## src/rtl/alarm_ui_ctrl_pkg.sv

```systemverilog
// Shared types and sizing for the alarm clock UI sequencer.
package alarm_ui_ctrl_pkg;
  typedef enum logic [2:0] {
    RUN       = 3'd0,
    SET_T_HR  = 3'd1,
    SET_T_MIN = 3'd2,
    SET_A_HR  = 3'd3,
    SET_A_MIN = 3'd4,
    RINGING   = 3'd5,
    SNOOZE    = 3'd6
  } ui_state_t;

  localparam int SNOOZE_SEC_DEF   = 300;
  localparam int RING_TIMEOUT_DEF = 60;
  localparam int MAX_SNOOZES_DEF  = 3;

  localparam int NUM_BTN = 4;
  localparam int B_MODE  = 0;
  localparam int B_ADV   = 1;
  localparam int B_SNZ   = 2;
  localparam int B_STOP  = 3;

  function automatic int cnt_w(input int n);
    return (n < 2) ? 1 : $clog2(n);
  endfunction

  localparam int SNZ_W  = cnt_w(SNOOZE_SEC_DEF + 1);
  localparam int RING_W = cnt_w(RING_TIMEOUT_DEF);
  localparam int SNZC_W = cnt_w(MAX_SNOOZES_DEF + 1);

  // Mode button walks the setting states in a ring back to RUN.
  function automatic ui_state_t next_set(input ui_state_t s);
    case (s)
      RUN:       return SET_T_HR;
      SET_T_HR:  return SET_T_MIN;
      SET_T_MIN: return SET_A_HR;
      SET_A_HR:  return SET_A_MIN;
      default:   return RUN;
    endcase
  endfunction
endpackage

```

## src/rtl/alarm_ui_ctrl_if.sv

```systemverilog
// Board-side buttons/status in, datapath control strobes out.
interface alarm_ui_ctrl_if;
  logic tick_1hz;
  logic btn_mode;
  logic btn_adv;
  logic btn_snooze;
  logic btn_stop;
  logic alarm_en_sw;
  logic alarm_match;
  logic time_set;
  logic alarm_set;
  logic sethrs1min0;
  logic adv_pulse;
  logic run;
  logic activatealarm;
  logic alarmreset;
  logic buzzer;
  logic [2:0] state_o;
  logic [alarm_ui_ctrl_pkg::SNZ_W-1:0] snooze_left;

  modport master (
    output tick_1hz, btn_mode, btn_adv, btn_snooze, btn_stop, alarm_en_sw, alarm_match,
    input  time_set, alarm_set, sethrs1min0, adv_pulse, run, activatealarm, alarmreset,
           buzzer, state_o, snooze_left
  );

  modport slave (
    input  tick_1hz, btn_mode, btn_adv, btn_snooze, btn_stop, alarm_en_sw, alarm_match,
    output time_set, alarm_set, sethrs1min0, adv_pulse, run, activatealarm, alarmreset,
           buzzer, state_o, snooze_left
  );
endinterface

```

## src/rtl/alarm_ui_ctrl_btn_edge.sv

```systemverilog
// Registers a synchronised button level and flags its rising edge.
module alarm_ui_ctrl_btn_edge (
  input  logic clk,
  input  logic reset,
  input  logic btn,
  output logic press
);
  logic btn_q;

  always_ff @(posedge clk) begin
    if (reset) btn_q <= 1'b0;
    else       btn_q <= btn;
  end

  assign press = btn & ~btn_q;
endmodule

```

## src/rtl/alarm_ui_ctrl.sv

```systemverilog
// Alarm clock UI sequencer: button decode, setting modes and ring/snooze policy.
module alarm_ui_ctrl
  import alarm_ui_ctrl_pkg::*;
#(
  parameter int SNOOZE_SEC   = SNOOZE_SEC_DEF,
  parameter int RING_TIMEOUT = RING_TIMEOUT_DEF,
  parameter int MAX_SNOOZES  = MAX_SNOOZES_DEF
) (
  input logic           clk,
  input logic           reset,
  alarm_ui_ctrl_if.slave bus
);
  localparam logic [RING_W-1:0] RING_LAST = RING_W'(RING_TIMEOUT - 1);
  localparam logic [SNZ_W-1:0]  SNZ_LOAD  = SNZ_W'(SNOOZE_SEC);
  localparam logic [SNZC_W-1:0] SNZ_MAX   = SNZC_W'(MAX_SNOOZES);

  logic [NUM_BTN-1:0] btns, press;
  ui_state_t          state_q, state_d;
  logic [RING_W-1:0]  ring_q, ring_d;
  logic [SNZ_W-1:0]   snzl_q, snzl_d;
  logic [SNZC_W-1:0]  snzc_q, snzc_d;
  logic               match_q, match_rise, stop_req, timeout;
  logic               adv_d, arst_d, time_set_d;

  assign btns = {bus.btn_stop, bus.btn_snooze, bus.btn_adv, bus.btn_mode};

  for (genvar i = 0; i < NUM_BTN; i++) begin : g_btn
    alarm_ui_ctrl_btn_edge u_edge (
      .clk   (clk),
      .reset (reset),
      .btn   (btns[i]),
      .press (press[i])
    );
  end

  assign match_rise = bus.alarm_match & ~match_q;
  assign stop_req   = press[B_STOP] | ~bus.alarm_en_sw;
  assign timeout    = (state_q == RINGING) && bus.tick_1hz && (ring_q == RING_LAST);
  assign time_set_d = (state_d == SET_T_HR) || (state_d == SET_T_MIN);

  always_comb begin
    state_d = state_q;
    ring_d  = ring_q;
    snzl_d  = snzl_q;
    snzc_d  = snzc_q;
    adv_d   = 1'b0;
    arst_d  = 1'b0;
    case (state_q)
      RUN: begin
        // An alarm edge outranks a simultaneous mode press.
        if (bus.alarm_en_sw && match_rise) begin
          state_d = RINGING;
          ring_d  = '0;
          snzc_d  = '0;
        end else if (press[B_MODE]) begin
          state_d = next_set(state_q);
        end
      end
      SET_T_HR, SET_T_MIN, SET_A_HR, SET_A_MIN: begin
        if (press[B_MODE]) state_d = next_set(state_q);
        else               adv_d   = press[B_ADV];
      end
      RINGING, SNOOZE: begin
        if (stop_req || timeout) begin
          state_d = RUN;
          arst_d  = 1'b1;
          ring_d  = '0;
          snzl_d  = '0;
          snzc_d  = '0;
        end else if (state_q == SNOOZE) begin
          if (snzl_q == '0 || (bus.tick_1hz && snzl_q == SNZ_W'(1))) begin
            state_d = RINGING;
            ring_d  = '0;
            snzl_d  = '0;
          end else if (bus.tick_1hz) begin
            snzl_d = snzl_q - 1'b1;
          end
        end else if (press[B_SNZ] && snzc_q < SNZ_MAX) begin
          state_d = SNOOZE;
          snzl_d  = SNZ_LOAD;
          snzc_d  = snzc_q + 1'b1;
        end else if (bus.tick_1hz && ring_q != RING_LAST) begin
          ring_d = ring_q + 1'b1;
        end
      end
      default: state_d = RUN;
    endcase
  end

  // Outputs are decoded from the next state so every one leaves a flop.
  always_ff @(posedge clk) begin
    if (reset) begin
      state_q           <= RUN;
      bus.time_set      <= 1'b0;
      bus.alarm_set     <= 1'b0;
      bus.sethrs1min0   <= 1'b0;
      bus.adv_pulse     <= 1'b0;
      bus.run           <= 1'b1;
      bus.activatealarm <= 1'b0;
      bus.alarmreset    <= 1'b0;
      bus.buzzer        <= 1'b0;
      bus.state_o       <= RUN;
    end else begin
      state_q           <= state_d;
      bus.time_set      <= time_set_d;
      bus.alarm_set     <= (state_d == SET_A_HR) || (state_d == SET_A_MIN);
      bus.sethrs1min0   <= (state_d == SET_T_HR) || (state_d == SET_A_HR);
      bus.adv_pulse     <= adv_d;
      bus.run           <= ~time_set_d;
      bus.activatealarm <= bus.alarm_en_sw;
      bus.alarmreset    <= arst_d;
      bus.buzzer        <= (state_d == RINGING);
      bus.state_o       <= state_d;
    end
  end

  always_ff @(posedge clk) begin
    if (reset) begin
      ring_q  <= '0;
      snzl_q  <= '0;
      snzc_q  <= '0;
      match_q <= 1'b0;
    end else begin
      ring_q  <= ring_d;
      snzl_q  <= snzl_d;
      snzc_q  <= snzc_d;
      match_q <= bus.alarm_match;
    end
  end

  assign bus.snooze_left = snzl_q;
endmodule

```

## src/flat_wrapper.sv

```systemverilog
// flat-port wrapper written by rule: the top's interface ports become plain ports
module alarm_ui_ctrl_flat import alarm_ui_ctrl_pkg::*;
#(
  parameter int SNOOZE_SEC   = SNOOZE_SEC_DEF,
  parameter int RING_TIMEOUT = RING_TIMEOUT_DEF,
  parameter int MAX_SNOOZES  = MAX_SNOOZES_DEF
)
  (clk, reset, bus_tick_1hz, bus_btn_mode, bus_btn_adv, bus_btn_snooze, bus_btn_stop, bus_alarm_en_sw, bus_alarm_match, bus_time_set, bus_alarm_set, bus_sethrs1min0, bus_adv_pulse, bus_run, bus_activatealarm, bus_alarmreset, bus_buzzer, bus_state_o, bus_snooze_left);
  alarm_ui_ctrl_if bus_i ();
  input logic clk;
  input logic reset;
  input wire logic [$bits(bus_i.tick_1hz)-1:0] bus_tick_1hz;
  input wire logic [$bits(bus_i.btn_mode)-1:0] bus_btn_mode;
  input wire logic [$bits(bus_i.btn_adv)-1:0] bus_btn_adv;
  input wire logic [$bits(bus_i.btn_snooze)-1:0] bus_btn_snooze;
  input wire logic [$bits(bus_i.btn_stop)-1:0] bus_btn_stop;
  input wire logic [$bits(bus_i.alarm_en_sw)-1:0] bus_alarm_en_sw;
  input wire logic [$bits(bus_i.alarm_match)-1:0] bus_alarm_match;
  output wire logic [$bits(bus_i.time_set)-1:0] bus_time_set;
  output wire logic [$bits(bus_i.alarm_set)-1:0] bus_alarm_set;
  output wire logic [$bits(bus_i.sethrs1min0)-1:0] bus_sethrs1min0;
  output wire logic [$bits(bus_i.adv_pulse)-1:0] bus_adv_pulse;
  output wire logic [$bits(bus_i.run)-1:0] bus_run;
  output wire logic [$bits(bus_i.activatealarm)-1:0] bus_activatealarm;
  output wire logic [$bits(bus_i.alarmreset)-1:0] bus_alarmreset;
  output wire logic [$bits(bus_i.buzzer)-1:0] bus_buzzer;
  output wire logic [$bits(bus_i.state_o)-1:0] bus_state_o;
  output wire logic [$bits(bus_i.snooze_left)-1:0] bus_snooze_left;
  assign bus_i.tick_1hz = bus_tick_1hz;
  assign bus_i.btn_mode = bus_btn_mode;
  assign bus_i.btn_adv = bus_btn_adv;
  assign bus_i.btn_snooze = bus_btn_snooze;
  assign bus_i.btn_stop = bus_btn_stop;
  assign bus_i.alarm_en_sw = bus_alarm_en_sw;
  assign bus_i.alarm_match = bus_alarm_match;
  assign bus_time_set = bus_i.time_set;
  assign bus_alarm_set = bus_i.alarm_set;
  assign bus_sethrs1min0 = bus_i.sethrs1min0;
  assign bus_adv_pulse = bus_i.adv_pulse;
  assign bus_run = bus_i.run;
  assign bus_activatealarm = bus_i.activatealarm;
  assign bus_alarmreset = bus_i.alarmreset;
  assign bus_buzzer = bus_i.buzzer;
  assign bus_state_o = bus_i.state_o;
  assign bus_snooze_left = bus_i.snooze_left;
  alarm_ui_ctrl #(.SNOOZE_SEC(SNOOZE_SEC), .RING_TIMEOUT(RING_TIMEOUT), .MAX_SNOOZES(MAX_SNOOZES)) u_core (.clk(clk), .reset(reset), .bus(bus_i));
endmodule
```

## config.mk

```make
export PLATFORM = sky130hd
export DESIGN_NAME = alarm_ui_ctrl_flat
export DESIGN_NICKNAME = d
export VERILOG_FILES = /design/src/rtl/alarm_ui_ctrl_pkg.sv /design/src/rtl/alarm_ui_ctrl_if.sv /design/src/rtl/alarm_ui_ctrl_btn_edge.sv /design/src/rtl/alarm_ui_ctrl.sv /design/src/flat_wrapper.sv
export SDC_FILE = /design/constraint.sdc
export NUM_CORES = 1
export LEC_CHECK = 0
export ABC_AREA = 1
export CORE_MARGIN = 2
export CORE_UTILIZATION = 58
export DETAILED_ROUTE_END_ITERATION = 6
export PLACE_DENSITY = 0.95
export RECOVER_POWER = 100
export SYNTH_ARGS = -nofsm -noshare
export SYNTH_HDL_FRONTEND = slang
export SYNTH_SLANG_ARGS = --single-unit
```

## constraint.sdc

```tcl
create_clock -name clk -period 2.9 [get_ports clk]
set_input_delay 0.725 -clock clk [delete_from_list [all_inputs] [get_ports clk]]
set_output_delay 0.725 -clock clk [all_outputs]
set_load 0.03 [all_outputs]
```

==> metrics <==
asr flop ratio synth=0%; post-synth top area share=33.7%; Reg clk slew, reported paths=110 ps; slew margin rel.=61.9%; worst path cell trace=dlygate4sd3_1, inv_1, o21ai_0, nor2_1, nand3_1, nand3_1, nand2_1, a21oi_1; layout overhead on the synthesized area=19.9%; Clk Latency, worst-skew pair=350 ps; DRT iter0 DRCs=117; Slowest-stage cell, CP=dlygate4sd3_1; pin count of the biggest net entering global routing=14; Placer Congestion=0.876; Avg Inst Size Synth=6.65 sq um; Peak Freq=420 MHz; Max VDD drop=0.000470 V; most frequent cells in the layout=60 x nand2_1, 54 x nor2_1, 37 x inv_1; Area contributors post-synth=dfxtp_1 34%, nand2_1 11%, nor2_1 10%; worst reg2reg endpoint=u_core.ring_q[5]; post-cts sizing count=0; Post-CTS Setup Repair Bufs=0; count of cell types in the netlist=30; worst stage delay on the critical path=540 ps; TritonCTS buffer count=5; Initial Util=59.7%; vias in the first global route=1818; Placed Instances=368; synthesized flop and latch total=33; Site Rows=21; first-pass GRT wire length=7830 um; hold endpoint=u_core.bus.adv_pulse; CP max FO=7; Final Hold Fails=0; Worst Hold Class=reg -> reg; commonest non-fill, non-tap cell in the layout=nand2_1; io pins=29; CTS sink cnt=33; GRT Overall Usage=24.8%; synthesized area=1960 sq um; Avg WL per Cell=12.1 um; Max Buffers Root-to-Sink=2; max_cap viols=0; post-synth top area cell=dfxtp_1; Power Dens Cells=513 nW/um^2; clk root buf=clkbuf_4; Power, Total=0.00121 W; total number of vias=1986; Die Y=62.2 um; minimum clock period=2380 ps; Port Buffers=28; cell seen most often among critical-path stages=nand3_1; Antenna Nets Post-Route=0; reg2reg path depth=10; final worst-path cycle share=82.1%; Lkg Pwr=1.05 nW; core area=3280 sq um; Finish-stage setup viols=0; hold path start=u_core.g_btn[1].u_edge.btn_q; Ant. Diodes=0; chip width=62.2 um; Setup Crit Path Kind=in -> reg; status=finished clean; Worst Setup End Kind=flop; Pins Over Slew Limit=0; worst path required time=3160 ps; fill count=276; initial antenna violation count=0; via/cell ratio=5.28; hpwl dp=3370 um; CTS tree=built; warnings from Yosys=0; CTS Hold Buffers Added=0; CTS HTree Levels=2; flop2flop setup slack=730 ps; Reg-to-Reg Start=u_core.ring_q[0]; Post-Route WL=4540 um; Hold Crit Depth=1; First-pass DRT Iterations=4; Synth Flop Type=dfxtp_1; worst-margin pin slew=571 ps; Post-Synthesis Cells=295; setup TNS after final layout=0 ps; die area=3860 sq um; Critical Path Source Type=input pin; fin nets=343; Finished Layout Cells=376; number of synthesized flops with an enable pin=0; GRT Residual Overflow=0; Post-Syn Nets=309; share of cells above drive strength 1=8.79%; sequential area share after synthesis=33.7%; # DRC=0; skew final=18.2 ps; unrepaired setup endpoints after global routing=no; critical path arrival=2650 ps
area by class of cell:
| class | count | area, sq um | area share, % |
|---|---|---|---|
| clock buffer | 5 | 37.5 | 1.60 |
| clock inverter | 3 | 65.1 | 2.77 |
| inverter | 42 | 158 | 6.70 |
| multi-input combinational | 217 | 1080 | 46.0 |
| sequential | 33 | 661 | 28.1 |
| tap | 46 | 57.6 | 2.45 |
| timing repair buffer | 30 | 292 | 12.4 |
cell usage after synthesis (4+ instances only):
master    n
a21oi_1  14
dfxtp_1  33
ha_1      5
inv_1    36
inv_2     6
nand2_1  57
nand2_2   5
nand3_1  27
nand3_2   4
nand4_1   8
nor2_1   53
nor2_2    7
nor3_1    7
o21ai_0  11
through the flow:
step	instance area [sq um]	hold WS [ps]	setup slack (ps)	utilization, %
after floorplan	1960	374	1050	-
after global placement	2290	382	314	69.9
after detailed placement	2290	389	198	69.9
after CTS	2400	405	565	73.0
after global routing	2350	418	297	71.6
final	2350	399	518	71.6
power breakdown:
group	total, W	internal, W	switching, W
registers	0.000500	0.000479	0.0000208
logic	0.000283	0.0000978	0.000185
clock network	0.000425	0.000267	0.000158
logic make-up after synthesis:
| group | share of synthesized area, % |
|---|---|
| fa+ha+maj | 3.19 |
| simple gates | 43.5 |
| xor+xnor | 2.23 |
| flops | 33.7 |
| buf+inv | 9.06 |
| compound gates | 8.35 |
layer usage:
metal | global-route usage, % | up-vias | share of wire, %
met3 | 4.89 | 11 | 4.7
met1 | 31.0 | 910 | 44
li1 | - | 1012 | -
met5 | 0 | - | 0
met4 | 9.17 | 0 | 1.8
met2 | 42.4 | 53 | 50
sequential cells by signal (all words and copies together), names as in the netlist:
name and flops:
u_core.snzc_q 2, u_core.bus.snooze_left 9, u_core.bus.state_o 3, u_core.match_q 1, u_core.bus.time_set 1, u_core.bus.sethrs1min0 1, u_core.bus.activatealarm 1, u_core.bus.run 1
u_core.bus.alarm_set 1, u_core.g_btn.u_edge.btn_q 4, u_core.bus.adv_pulse 1, u_core.bus.buzzer 1, u_core.bus.alarmreset 1, u_core.ring_q 6
worst max-delay path by stage:
stage	from	endpoint	slack [ps]	cells after the start
CTS	u_core.bus.state_o[2]	bus_state_o[2]	560	1
global route	bus_btn_stop	u_core.ring_q[2]	300	8
floorplan	bus_btn_stop	u_core.bus.snooze_left[2]	1050	10
global placement	bus_btn_stop	u_core.bus.snooze_left[3]	310	10
finish	bus_btn_stop	u_core.ring_q[5]	520	8
detailed placement	bus_btn_stop	u_core.bus.snooze_left[3]	200	10
worst max-delay path: cells and delay by family:
family          cells  cell delay (ps)
compound gates      2              260
simple gates        4             1030
buf+inv             2              620
(Power assumes the default switching activity.)
